File: src/rtl/adder_pkg.sv
// adder_pkg
// Shared definitions for the sequential add/subtract unit.
//   state_t         : operation FSM encoding (IDLE, BUSY, DONE)
//   nchunk()        : cycles per operation for a given WIDTH/CHUNK
//   idx_width()     : chunk-index counter width, clog2(NCHUNK) with a floor of 1
//   NCHUNK / IDX_W  : values for the default 16/4 configuration
//   cfg_ok()        : legal-configuration test used by the elaboration check
package adder_pkg;

  typedef enum logic [1:0] {
    IDLE = 2'd0,
    BUSY = 2'd1,
    DONE = 2'd2
  } state_t;

  function automatic int nchunk(input int width, input int chunk);
    return width / chunk;
  endfunction

  // A single-chunk configuration still needs a 1-bit counter to exist.
  function automatic int idx_width(input int n);
    return (n > 1) ? $clog2(n) : 1;
  endfunction

  function automatic bit cfg_ok(input int width, input int chunk);
    return (chunk >= 1) && (width >= chunk) && ((width % chunk) == 0);
  endfunction

  localparam int WIDTH_DEF = 16;
  localparam int CHUNK_DEF = 4;
  localparam int NCHUNK    = nchunk(WIDTH_DEF, CHUNK_DEF);
  localparam int IDX_W     = idx_width(NCHUNK);

endpackage

File: src/rtl/chunk_adder.sv
// chunk_adder
// Combinational CHUNK-bit adder slice, reused every cycle by seq_adder_flags.
//   a, b   : slice operands
//   cin    : carry into bit 0
//   s      : slice sum
//   cout   : carry out of the top bit
//   c_msb  : carry into the top bit (feeds the overflow flag on the last slice)
module chunk_adder #(
  parameter int CHUNK = 4
) (
  input  logic [CHUNK-1:0] a,
  input  logic [CHUNK-1:0] b,
  input  logic             cin,
  output logic [CHUNK-1:0] s,
  output logic             cout,
  output logic             c_msb
);

  logic [CHUNK:0] full;

  assign full  = {1'b0, a} + {1'b0, b} + {{CHUNK{1'b0}}, cin};
  assign s     = full[CHUNK-1:0];
  assign cout  = full[CHUNK];
  // Sum bit = a ^ b ^ carry-in, so the carry into the top bit falls out by XOR.
  assign c_msb = full[CHUNK-1] ^ a[CHUNK-1] ^ b[CHUNK-1];

endmodule

File: src/rtl/seq_adder_flags.sv
// seq_adder_flags
// Multi-cycle WIDTH-bit add/subtract unit with sign, zero, carry, parity and
// overflow flags. One CHUNK-bit slice is added per cycle, so an operation takes
// NCHUNK = WIDTH/CHUNK cycles in BUSY.
//   clk, rst            : clock, asynchronous active-high reset
//   in_valid / in_ready : operand handshake (in_ready = state IDLE)
//   x, y, sub           : operands; sub=1 computes x + ~y + 1
//   out_valid/out_ready : result handshake (out_valid = state DONE)
//   z                   : result, modulo 2^WIDTH
//   sign, zero, carry, parity, overflow : status of z (carry=1 means no borrow on sub)
module seq_adder_flags
  import adder_pkg::*;
#(
  parameter int WIDTH = 16,
  parameter int CHUNK = 4
) (
  input  logic             clk,
  input  logic             rst,
  input  logic             in_valid,
  output logic             in_ready,
  input  logic [WIDTH-1:0] x,
  input  logic [WIDTH-1:0] y,
  input  logic             sub,
  output logic             out_valid,
  input  logic             out_ready,
  output logic [WIDTH-1:0] z,
  output logic             sign,
  output logic             zero,
  output logic             carry,
  output logic             parity,
  output logic             overflow
);

  localparam int               NCHUNK_L = nchunk(WIDTH, CHUNK);
  localparam int               IDX_W_L  = idx_width(NCHUNK_L);
  localparam logic [IDX_W_L-1:0] LAST_IDX = IDX_W_L'(NCHUNK_L - 1);

  if (!cfg_ok(WIDTH, CHUNK)) begin : g_cfg_check
    $error("seq_adder_flags: WIDTH must be a positive multiple of CHUNK");
  end

  state_t               state, state_nxt;
  logic [IDX_W_L-1:0]   idx;
  logic [WIDTH-1:0]     a_r, b_r;
  logic [WIDTH-1:0]     z_r, z_nxt;
  logic                 cy_r;
  logic                 zacc_r;
  logic                 sign_r, zero_r, carry_r, parity_r, ovf_r;
  logic [CHUNK-1:0]     a_sl, b_sl, s_sl;
  logic                 cout, c_msb;
  logic                 accept, last;

  // Handshake outputs are pure state decodes.
  assign in_ready  = (state == IDLE);
  assign out_valid = (state == DONE);
  assign accept    = in_valid & in_ready;
  assign last      = (idx == LAST_IDX);

  assign a_sl = a_r[idx*CHUNK +: CHUNK];
  assign b_sl = b_r[idx*CHUNK +: CHUNK];

  chunk_adder #(.CHUNK(CHUNK)) u_slice (
    .a     (a_sl),
    .b     (b_sl),
    .cin   (cy_r),
    .s     (s_sl),
    .cout  (cout),
    .c_msb (c_msb)
  );

  always_ff @(posedge clk or posedge rst) begin
    if (rst) begin
      state <= IDLE;
    end else begin
      state <= state_nxt;
    end
  end

  always_comb begin
    state_nxt = state;
    case (state)
      IDLE:    if (in_valid)  state_nxt = BUSY;
      BUSY:    if (last)      state_nxt = DONE;
      DONE:    if (out_ready) state_nxt = IDLE;
      default:                state_nxt = IDLE;
    endcase
  end

  // Result word with the current slice merged in; on the last slice this is
  // the final z, which the flags are taken from.
  always_comb begin
    z_nxt = z_r;
    z_nxt[idx*CHUNK +: CHUNK] = s_sl;
  end

  // Operand capture: subtraction is folded in as an inverted y plus carry-in 1.
  always_ff @(posedge clk) begin
    if (accept) begin
      a_r <= x;
      b_r <= sub ? ~y : y;
    end
  end

  always_ff @(posedge clk or posedge rst) begin
    if (rst) begin
      idx      <= '0;
      cy_r     <= 1'b0;
      zacc_r   <= 1'b0;
      z_r      <= '0;
      sign_r   <= 1'b0;
      zero_r   <= 1'b0;
      carry_r  <= 1'b0;
      parity_r <= 1'b0;
      ovf_r    <= 1'b0;
    end else if (accept) begin
      idx    <= '0;
      cy_r   <= sub;
      zacc_r <= 1'b1;
    end else if (state == BUSY) begin
      z_r    <= z_nxt;
      cy_r   <= cout;
      zacc_r <= zacc_r & ~|s_sl;
      idx    <= idx + IDX_W_L'(1);
      if (last) begin
        idx      <= '0;
        sign_r   <= z_nxt[WIDTH-1];
        parity_r <= ~^z_nxt;
        zero_r   <= zacc_r & ~|s_sl;
        carry_r  <= cout;
        ovf_r    <= c_msb ^ cout;
      end
    end
  end

  assign z        = z_r;
  assign sign     = sign_r;
  assign zero     = zero_r;
  assign carry    = carry_r;
  assign parity   = parity_r;
  assign overflow = ovf_r;

endmodule
File: config.mk
export PLATFORM = sky130hd
export DESIGN_NAME = seq_adder_flags
export DESIGN_NICKNAME = d
export VERILOG_FILES = /design/src/rtl/adder_pkg.sv /design/src/rtl/chunk_adder.sv /design/src/rtl/seq_adder_flags.sv
export SDC_FILE = /design/constraint.sdc
export NUM_CORES = 1
export LEC_CHECK = 0
export CAP_MARGIN = 40
export CORE_MARGIN = 5
export CORE_UTILIZATION = 55
export CTS_CLUSTER_DIAMETER = 40
export DETAILED_ROUTE_END_ITERATION = 16
export GPL_ROUTABILITY_DRIVEN = 0
export HOLD_SLACK_MARGIN = 0.05
export PLACE_DENSITY = 0.82
export SLEW_MARGIN = 20
export SYNTH_ARGS = -nofsm -noshare
export SYNTH_HDL_FRONTEND = slang
export SYNTH_SLANG_ARGS = --single-unit
File: constraint.sdc
create_clock -name clk -period 5.6 [get_ports clk]
set_clock_uncertainty 0.2 [all_clocks]
set_input_delay 1.12 -clock clk [delete_from_list [all_inputs] [get_ports clk]]
set_output_delay 1.12 -clock clk [all_outputs]
set_load 0.02 [all_outputs]
==> metrics.csv <==
metric;value;unit
status;complete, no violations;
track_usage;17.5;%
htree_levels;3;
slew_headroom;47.7;%
grt_setup_unrepaired;false;
cp.arrival;4160;ps
die-area;7050;um^2
ys_async_sr_fraction;45.8;%
startpoint_type;register;
cts-hold-fix-buffers;0;
final_nets;359;
clkSlewWorstSetupHoldPaths;60;ps
required;5600;ps
cts_resized;0;
fin_util;71.9;%
grt_pass1_wl;9.69;mm
syn_nets;295;
slowest_delay;850;ps
path_class;register to register;
syn_avg_cell_area;12.2;um^2
ant_nets;0;
drv_slew;0;
worstMarginPinSlew;785;ps
globalRouteOverflowTotal;0;
clock-sinks;59;
cp_num_buf_inv;1;
hpwl;4.46;mm
wire_per_inst;15.0;um
antennaDiodeCount;0;
rows;27;
drive_gt1_share;10.1;%
crit_chain;mux4_2, fa_1, inv_1, fa_1, xor2_2, xnor2_1, a31oi_2, xnor3_1, xor2_1, xnor2_1, xnor2_1, o21ai_1;
critPathMaxFanout;18;
drc;0;
clk_latency;330;ps
hold_viol;0;
cts_tree;built;
synth_edf_count;32;
core-area;5410;um^2
area_growth_syn_to_layout;29.2;%
die_w;84.0;um
drtIter0Drc;168;
yosysMostFrequentCell;edfxtp_1;
synth_top_area_share;31.9;%
ys_ff_latch;59;
root_buffer;clkbuf_8;
synth_top_cell_by_area;edfxtp_1;
finalSetupTns;0;ps
yosysSeqAreaShare;54.4;%
postRouteWirelength;5.83;mm
cts_max_path_buffers;2;
max_freq;240;MHz
synth_cell_types;40;
grt_max_degree;22;
post-route-min-period;4160;ps
hp-class;register to register;
port_buffers;59;
ioPinCount;60;
vias_per_cell;5.51;
cts_made_buffers;9;
syn_inst;247;
synthTopCellsByCount;edfxtp_1 (32), nand2_1 (29), dfrtp_1 (27);
maxCapViolations;0;
start_util;55.6;%
grt_antenna_before_repair;0;
die_y;84.0;um
first_global_vias;2136;
routed-via-count;2137;
worstSetupEndpointType;register;
powerDensity;637;nW/um^2
cpMostUsedCell;xnor2_1;
ys.flop_type;edfxtp_1;
post-route-period-util;74.3;%
firstDrtPassIters;4;
vdd.ir_drop.worst;0.000290;V
slowest_stage;dfrtp_1;
synth_area_leaders;edfxtp_1 (32%), dfrtp_1 (22%), mux4_2 (6.0%), xor2_1 (5.5%), ha_1 (3.7%);
power.leakage;1.53;nW
yosysWarnings;0;
synthesis.area;3010;um^2
cp_top_family;XOR/XNOR gates;
final-setup-viol-count;0;
cts_setup_buffers;0;
[state kept, by name, summed over array words and instances (netlist names)]
| name | count |
|---|---|
| a_r | 16 |
| z | 16 |
| parity | 1 |
| carry | 1 |
| b_r | 16 |
| zero | 1 |
| zacc_r | 1 |
| overflow | 1 |
| state | 2 |
| idx | 2 |
| cy_r | 1 |
| sign | 1 |
[where the power goes]
part	switching (W)	total (W)	internal, W
Sequential	0.000105	0.000701	0.000596
Combinational	0.000799	0.00146	0.000659
Clock	0.000160	0.000317	0.000156
[metrics by stage]
stage / hold WS (ps) / worst slack [ps] / cell area [um^2] / total power (W) / std cells
floorplan: 276 / 1860 / 3010 / 0.00174 / 247
global placement: 273 / 1540 / 3660 / 0.00210 / 369
detailed placement: 279 / 1450 / 3710 / 0.00216 / 371
CTS: 297 / 1430 / 3870 / 0.00248 / 387
global route: 345 / 1140 / 3890 / 0.00266 / 388
finish: 292 / 1440 / 3890 / 0.00248 / 388
[metal layers]
layer | part of all wire (%) | global-route usage, % | up-vias
met2 | 50 | 29.4 | 92
met3 | 7.0 | 5.13 | 12
li1 | - | - | 1014
met4 | 2.1 | 7.31 | 0
met5 | 0 | 0 | -
met1 | 41 | 21.0 | 1019
[kinds of logic (layout without fill, tap and decap cells)]
group,Yosys count,after routing,synth area share (%)
AND/OR/NAND/NOR,63,63,9.82
buffers and inverters,24,93,3.08
adder cells (fa/ha/maj),11,11,5.07
AO/OA/AOI/OAI,49,49,11.3
multiplexers,9,9,6.32
flip-flops,59,59,54.4
XOR/XNOR,32,32,10.0
[layout make-up]
class | instances | area (um^2)
clock buffer | 10 | 128
clock inverter | 6 | 32.5
fill | 392 | 1520
inverter | 14 | 52.6
multi-input combinational | 164 | 1280
sequential | 59 | 1640
tap | 72 | 90.1
timing repair buffer | 63 | 668
[final timing paths]
check	from	end	slack [ps]	depth (start not counted)
worst max register to register	idx[0]	parity	1440	12
worst min-delay path	sign	sign	290	2
worst max-delay path	idx[0]	parity	1440	12
min in group asynchronous	rst	state[1]	900	2
worst min register to register	sign	sign	290	2
max in group asynchronous	rst	z[5]	3850	3
[worst min-delay path, cell delays in order, from the launching register on]
cell and delay [ps]:
dfrtp_1 350, nand2_1 50, o21ai_0 60
[placed cells by master, fill, tap and decap left out, drive strengths merged, types with 8 or more instances in the layout]
| cell type | instances |
|---|---|
| a22o | 10 |
| nor2 | 16 |
| xor2 | 20 |
| mux4 | 8 |
| o21ai | 16 |
| nand2 | 29 |
| ha | 9 |
| dfrtp | 27 |
| inv | 14 |
| clkdlybuf4s50 | 59 |
| edfxtp | 32 |
| xnor2 | 11 |
| clkbuf | 10 |
No activity file was read; power rests on OpenSTA's default activity.
